**config.mk**
```make
export PLATFORM = sky130hd
export DESIGN_NAME = acc_core
export DESIGN_NICKNAME = d
export VERILOG_FILES = /design/src/rtl/core_defs.sv /design/src/rtl/core_regfile.sv /design/src/rtl/acc_core.sv
export SDC_FILE = /design/constraint.sdc
export NUM_CORES = 1
export LEC_CHECK = 0
export BUFFER_PORTS_ARGS = -buffer_cell sky130_fd_sc_hd__buf_4
export CELL_PAD_IN_SITES_DETAIL_PLACEMENT = 1
export CELL_PAD_IN_SITES_GLOBAL_PLACEMENT = 2
export CORE_UTILIZATION = 38
export DETAILED_ROUTE_END_ITERATION = 8
export GPL_ROUTABILITY_DRIVEN = 0
export PLACE_DENSITY_LB_ADDON = 0.1
export SLEW_MARGIN = 20
export SYNTH_ARGS = -nofsm -noshare
export SYNTH_HDL_FRONTEND = slang
export SYNTH_SLANG_ARGS = --single-unit
```
**constraint.sdc**
```tcl
create_clock -name CLK -period 4.8 [get_ports CLK]
set_clock_uncertainty 0.05 [all_clocks]
set_input_delay 0 -clock CLK [delete_from_list [all_inputs] [get_ports CLK]]
set_output_delay 0 -clock CLK [all_outputs]
set_load 0.02 [all_outputs]
```
**src/rtl/core_defs.sv**
```systemverilog
// Shared definitions for the acc_core accumulator processor:
// opcode and FSM encodings, instruction field positions and a counter helper.
package core_defs;

    typedef enum logic [3:0] {
        OP_NOP = 4'h0,
        OP_ADD = 4'h1,
        OP_SUB = 4'h2,
        OP_AND = 4'h3,
        OP_OR  = 4'h4,
        OP_XOR = 4'h5,
        OP_SHL = 4'h6,
        OP_SHR = 4'h7,
        OP_MOV = 4'h8,
        OP_MVR = 4'h9,
        OP_LDI = 4'hA,
        OP_LD  = 4'hB,
        OP_ST  = 4'hC,
        OP_BRZ = 4'hD,
        OP_BRA = 4'hE,
        OP_HLT = 4'hF
    } op_t;

    typedef enum logic [1:0] {
        ST_IDLE = 2'd0,
        ST_RUN  = 2'd1,
        ST_MEM  = 2'd2,
        ST_HALT = 2'd3
    } state_t;

    localparam int IW      = 9;
    localparam int OP_MSB  = 8;
    localparam int OP_LSB  = 5;
    localparam int RX_MSB  = 4;
    localparam int RX_LSB  = 1;
    localparam int IMM_MSB = 4;
    localparam int CTW     = 16;

    function automatic logic [CTW-1:0] sat_inc(input logic [CTW-1:0] v);
        return (v == {CTW{1'b1}}) ? v : v + CTW'(1);
    endfunction

endpackage

```
**src/rtl/core_regfile.sv**
```systemverilog
// Register file for acc_core: one combinational read port, r0 always visible,
// one write port. Indices at or above NREG read as zero and ignore writes.
module core_regfile #(
    parameter int DW   = 8,
    parameter int NREG = 16
) (
    input  logic          CLK,
    input  logic          reset_n,
    input  logic          we_i,
    input  logic [3:0]    wr_idx_i,
    input  logic [DW-1:0] wr_data_i,
    input  logic [3:0]    rd_idx_i,
    output logic [DW-1:0] rd_data_o,
    output logic [DW-1:0] r0_o
);

    logic [DW-1:0] regs_q [NREG];

    // NOTE: the array is cleared by reset because the architecture defines
    // every register as 0 after reset; it is flops, not an inferred RAM.
    always_ff @(posedge CLK or negedge reset_n) begin
        if (!reset_n) begin
            for (int i = 0; i < NREG; i++) regs_q[i] <= '0;
        end else if (we_i) begin
            for (int i = 0; i < NREG; i++) begin
                if (wr_idx_i == 4'(i)) regs_q[i] <= wr_data_i;
            end
        end
    end

    // Decoding by comparison keeps out-of-range indices from aliasing.
    always_comb begin
        rd_data_o = '0;
        for (int i = 0; i < NREG; i++) begin
            if (rd_idx_i == 4'(i)) rd_data_o = regs_q[i];
        end
    end

    assign r0_o = regs_q[0];

endmodule

```
**src/rtl/acc_core.sv**
```systemverilog
// Single-issue accumulator core with run-control FSM, handshake data memory
// and cycle counter. Optional perf counters are enabled by CORE_PERF_EN.
module acc_core
    import core_defs::*;
#(
    parameter int DW   = 8,
    parameter int NREG = 16,
    parameter int PCW  = 10
) (
    input  logic            CLK,
    input  logic            reset_n,
    input  logic            start,
    output logic [PCW-1:0]  imem_addr,
    input  logic [IW-1:0]   imem_data,
    output logic            mem_req,
    output logic            mem_we,
    output logic [DW-1:0]   mem_addr,
    output logic [DW-1:0]   mem_wdata,
    input  logic [DW-1:0]   mem_rdata,
    input  logic            mem_ack,
    output logic            busy,
    output logic            halt,
    output logic [DW-1:0]   acc,
    output logic [CTW-1:0]  cycle_ct,
    output logic [CTW-1:0]  instr_ct,
    output logic [CTW-1:0]  stall_ct
);

    state_t          state_q, state_d;
    logic [PCW-1:0]  pc_q, pc_d, pc_inc, pc_br;
    logic [DW-1:0]   maddr_q, maddr_d, mwdata_q, mwdata_d;
    logic            mwe_q, mwe_d;
    logic [CTW-1:0]  cyc_q, cyc_d;

    op_t             op;
    logic [3:0]      rx_idx;
    logic [4:0]      imm5;
    logic [DW-1:0]   r0, rx_val, rf_wdata;
    logic [3:0]      rf_widx;
    logic            rf_we, start_ok, issue_mem;

    assign op        = op_t'(imem_data[OP_MSB:OP_LSB]);
    assign rx_idx    = imem_data[RX_MSB:RX_LSB];
    assign imm5      = imem_data[IMM_MSB:0];
    assign start_ok  = start && (state_q == ST_IDLE || state_q == ST_HALT);
    assign issue_mem = (state_q == ST_RUN) && (op == OP_LD || op == OP_ST);
    assign pc_inc    = pc_q + PCW'(1);
    assign pc_br     = pc_q + PCW'($signed(imm5));

    core_regfile #(.DW(DW), .NREG(NREG)) u_regfile (
        .CLK       (CLK),
        .reset_n   (reset_n),
        .we_i      (rf_we),
        .wr_idx_i  (rf_widx),
        .wr_data_i (rf_wdata),
        .rd_idx_i  (rx_idx),
        .rd_data_o (rx_val),
        .r0_o      (r0)
    );

    // NOTE: sequential state uses non-blocking assignments only, so every
    // flop samples the pre-edge values regardless of statement order.
    always_ff @(posedge CLK or negedge reset_n) begin
        if (!reset_n) state_q <= ST_IDLE;
        else          state_q <= state_d;
    end

    always_comb begin
        state_d = state_q;
        case (state_q)
            ST_IDLE, ST_HALT: if (start) state_d = ST_RUN;
            ST_RUN: begin
                if (issue_mem)          state_d = ST_MEM;
                else if (op == OP_HLT)  state_d = ST_HALT;
            end
            ST_MEM:  if (mem_ack) state_d = ST_RUN;
            default: state_d = ST_IDLE;
        endcase
    end

    always_comb begin
        busy    = (state_q == ST_RUN) || (state_q == ST_MEM);
        halt    = (state_q == ST_HALT);
        mem_req = (state_q == ST_MEM);
    end

    // NOTE: every signal gets a default before the case so no path leaves
    // it unassigned, which would otherwise infer a latch.
    always_comb begin
        pc_d     = pc_q;
        maddr_d  = maddr_q;
        mwe_d    = mwe_q;
        mwdata_d = mwdata_q;
        rf_we    = 1'b0;
        rf_widx  = 4'd0;
        rf_wdata = r0;
        if (start_ok) pc_d = '0;
        if (state_q == ST_RUN) begin
            pc_d = pc_inc;
            case (op)
                OP_ADD: begin rf_we = 1'b1; rf_wdata = r0 + rx_val;   end
                OP_SUB: begin rf_we = 1'b1; rf_wdata = r0 - rx_val;   end
                OP_AND: begin rf_we = 1'b1; rf_wdata = r0 & rx_val;   end
                OP_OR:  begin rf_we = 1'b1; rf_wdata = r0 | rx_val;   end
                OP_XOR: begin rf_we = 1'b1; rf_wdata = r0 ^ rx_val;   end
                OP_SHL: begin rf_we = 1'b1; rf_wdata = r0 << 1;       end
                OP_SHR: begin rf_we = 1'b1; rf_wdata = r0 >> 1;       end
                OP_MOV: begin rf_we = 1'b1; rf_wdata = rx_val;        end
                OP_MVR: begin rf_we = 1'b1; rf_widx = rx_idx;         end
                OP_LDI: begin rf_we = 1'b1; rf_wdata = DW'(imm5);     end
                OP_LD, OP_ST: begin
                    // PC advances only when the access completes.
                    pc_d     = pc_q;
                    maddr_d  = rx_val;
                    mwe_d    = (op == OP_ST);
                    mwdata_d = r0;
                end
                OP_BRZ: pc_d = (r0 == '0) ? pc_br : pc_inc;
                OP_BRA: pc_d = pc_br;
                OP_HLT: pc_d = pc_q;
                default: ;
            endcase
        end else if (state_q == ST_MEM && mem_ack) begin
            pc_d = pc_inc;
            if (!mwe_q) begin
                rf_we    = 1'b1;
                rf_wdata = mem_rdata;
            end
        end
        if (start_ok)  cyc_d = '0;
        else if (busy) cyc_d = sat_inc(cyc_q);
        else           cyc_d = cyc_q;
    end

    always_ff @(posedge CLK or negedge reset_n) begin
        if (!reset_n) begin
            pc_q     <= '0;
            maddr_q  <= '0;
            mwe_q    <= 1'b0;
            mwdata_q <= '0;
            cyc_q    <= '0;
        end else begin
            pc_q     <= pc_d;
            maddr_q  <= maddr_d;
            mwe_q    <= mwe_d;
            mwdata_q <= mwdata_d;
            cyc_q    <= cyc_d;
        end
    end

    assign imem_addr = pc_q;
    assign mem_we    = mwe_q;
    assign mem_addr  = maddr_q;
    assign mem_wdata = mwdata_q;
    assign acc       = r0;
    assign cycle_ct  = cyc_q;

`ifdef CORE_PERF_EN
    logic [CTW-1:0] instr_q, stall_q;
    logic           retire;

    assign retire = ((state_q == ST_RUN) && !issue_mem) || ((state_q == ST_MEM) && mem_ack);

    always_ff @(posedge CLK or negedge reset_n) begin
        if (!reset_n) begin
            instr_q <= '0;
            stall_q <= '0;
        end else if (start_ok) begin
            instr_q <= '0;
            stall_q <= '0;
        end else begin
            if (retire)             instr_q <= sat_inc(instr_q);
            if (state_q == ST_MEM)  stall_q <= sat_inc(stall_q);
        end
    end

    assign instr_ct = instr_q;
    assign stall_ct = stall_q;
`else
    assign instr_ct = '0;
    assign stall_ct = '0;
`endif

endmodule

```
==> metrics.md <==
| Metric | Value |
|---|---|
| Diodes inserted | 0 |
| DIE AREA | 28800 µm² |
| Design area | 12000 µm² |
| Layout Area Growth over Synthesis | 12.5% |
| H-tree depth | 4 |
| Mapped Cells | 1036 |
| Nets | 1155 |
| Reg2Reg Depth | 17 |
| Initial Util | 0.392 |
| Total gr overflow | 0 |
| Post-layout min period | 4240 ps |
| Row count | 60 |
| Final setup viols | 0 |
| Fin. max-slew vios | 0 |
| Vias per inst | 5.50 |
| CP startpoint kind | register |
| Clk buf depth | 2 |
| Post-synth ARST share | 1.00 |
| Number of cells on the critical path | 17 |
| Status | finished clean |
| Hold WC Path Type | input port to register |
| Clk slew on worst S/H paths | 70 ps |
| Clock buffer count from CTS | 17 |
| Top cell type's share of synthesized area | 0.406 |
| Clock sink total | 173 |
| Peak supply drop | 0.179 mV |
| Synth top area cells | dfrtp_1, mux2_2, ha_1, buf_4, a21oi_1 |
| Data required, critical path | 5120 ps |
| Post-DP HPWL | 22600 µm |
| Final WL | 32700 µm |
| Syn Area/Cell | 10.3 µm² |
| Filler cells | 3007 |
| Slew @ Worst Pin | 990 ps |
| RSZ-0062 raised after global routing | no |
| #FFs+latches synth | 173 |
| Core Footprint | 27300 µm² |
| Post-detailed-route DRC marker count | 0 |
| Final hold vios | 0 |
| Die extent in y | 170 µm |
| Worst-path maximum fanout | 16 |
| CP max stage cell | a21oi_2 |
| Antenna violations before repair | 0 |
| Period utilisation layout | 0.883 |
| Fin Hold WS | 29.7 ps |
| PortBufs | 74 |
| Number of synthesized flops with an enable pin | 0 |
| WS Path Type | register to register |
| TritonCTS clock tree | yes |
| Worst path max stage delay | 610 ps |
| WP buf/inv | 1 |
| Hold_buf cts | 6 |
| ANT nets after route | 0 |
| DR iter-0 viols | 489 |
| Area of the mapped netlist | 10700 µm² |
| CTS resizes | 0 |
| Worst setup margin | 563 ps |
| Vias | 8138 |
| Yosys cell types | 83 |
| Clk_lat worst skew | 440 ps |
| Largest net degree at the start of global routing | 89 |
| Synthesis warning total | 0 |
| WL/cell | 22.1 µm |
| Crit. Startpoint | u_regfile.r0_o[0]$_DFFE_PN0P_ |
| Pwr per Cell Area | 527 nW/µm² |
| Main synth FF type | dfrtp_1 |
| Tot GR Track Use | 0.235 |
| # IOs | 107 |
| Share of layout cells above drive strength 1 | 0.267 |
| Most frequent cells in the layout | dfrtp_1, mux2_2, buf_4, nand2_1, nor2_1 |
| Number of global-route vias before repair | 8411 |
| DP Area | 11400 µm² |
| Flop-to-flop setup slack | 560 ps |
| Global-route wire length before repair | 51300 µm |
| Critical Path, Cell by Cell | mux2i_1 > a21oi_1 > o2111ai_1 > a211oi_2 > inv_1 > ha_1 > nor2_1 > xnor2_1 > ha_1 > o21ai_0 > a21oi_1 > o21a_1 > nor2_1 > xnor2_1 > a22oi_2 > a21oi_2 > mux2_2 |
| Crit path capture type | register |
| Top cell type by total area after synthesis | dfrtp_1 |
| Hold Crit Start | imem_data[0] |
| Slew HR | 0.337 |
| Pre-Repair DR Iteration Count | 5 |
| Max Freq | 236 MHz |
| Worst path arrival time | 4560 ps |
| Setup Buffers After CTS | 0 |
| Die W | 170 µm |
| Commonest non-fill, non-tap cell in the layout | dfrtp_1 |
| Hold path depth | 4 |
| Delay-heaviest family, CP | compound AO/OA/AOI/OAI gates |
| Static leakage | 5.54 nW |
| Seq/Total Area, Yosys | 0.406 |
| Worst R2R Start | u_regfile.r0_o[0]$_DFFE_PN0P_ |
| Worst slack, placed | 387 ps |
| CTS root buf | clkbuf_16 |
| Max-cap violations | 0 |
| Setup TNS | 0 ps |
==> synth_stat cells, drive strengths merged, types with 11 or more instances <==
cell    number
dfrtp      173
mux2       115
nand2       78
buf         76
nor2        74
o21ai       66
a21oi       64
ha          38
inv         29
nand3       24
clkbuf      23
nor2b       21
nor3        21
xnor2       21
mux2i       20
xor2        15
o22ai       14
a31oi       13
mux4        12
nand2b      12
a211oi      11
==> kinds of logic (layout without fill, tap and decap cells) <==
| group | count (synthesis) | count (layout) | share of synthesized area |
|---|---|---|---|
| multiplexers | 147 | 147 | 0.166 |
| other | 1 | 32 | 0.000351 |
| AO/OA/AOI/OAI | 240 | 240 | 0.155 |
| XOR/XNOR | 37 | 37 | 0.0317 |
| adder cells (fa/ha/maj) | 40 | 40 | 0.0483 |
| flip-flops | 173 | 173 | 0.406 |
| buffers and inverters | 130 | 170 | 0.0733 |
| AND/OR/NAND/NOR | 268 | 268 | 0.119 |
==> power breakdown <==
| group | switching (mW) | internal (mW) |
|---|---|---|
| Combinational | 1.64 | 1.13 |
| Sequential | 0.309 | 1.81 |
| Clock | 0.694 | 0.747 |
| Total | 2.64 | 3.69 |
==> cell type report <==
type | count | area, µm² | area share
Clock buffer | 17 | 425 | 0.0354
Clock inverter | 15 | 169 | 0.0141
Inverter | 31 | 116 | 0.00969
Multi-Input combinational cell | 764 | 5680 | 0.473
Sequential cell | 173 | 4330 | 0.361
Tap cell | 372 | 465 | 0.0388
Timing Repair Buffer | 107 | 822 | 0.0685
==> per-layer routing <==
layer,vias up,routed length (µm),track usage
li1,3785,-,-
met1,4199,15700,0.333
met2,129,15700,0.383
met3,25,941,0.0324
met4,0,320,0.0486
met5,-,0,0
==> stage by stage <==
stage / total power [mW] / util / instances
finish: 6.33 / 0.441 / 1479
global route: 6.74 / 0.441 / 1479
CTS: 6.40 / 0.441 / 1479
detailed placement: 4.93 / 0.417 / 1441
global placement: 4.87 / 0.417 / 1441
floorplan: 4.00 / - / 1067
==> sequential cells by signal, indices dropped and copies added (netlist names) <==
signal            cells
u_regfile.r0_o        8
state_q               2
u_regfile.regs_q    120
mem_we                1
mem_wdata             8
mem_addr              8
imem_addr            10
cycle_ct             16
==> tightest hold or removal path, stage by stage <==
cell and delay [ps]:
buf_4 100, ha_1 110, nor2b_1 40, o31ai_1 210
==> path summary, 6_finish.rpt <==
check                                                    endpoint
worst max register to register  u_regfile.regs_q[117]$_DFFE_PN0P_
worst min register to register   u_regfile.regs_q[58]$_DFFE_PN0P_
max in group asynchronous         u_regfile.regs_q[6]$_DFFE_PN0P_
worst min-delay path                     imem_addr[0]$_DFFE_PN0P_
worst max-delay path            u_regfile.regs_q[117]$_DFFE_PN0P_
min in group asynchronous                imem_addr[3]$_DFFE_PN0P_
No activity file was read; power rests on OpenSTA's default activity.
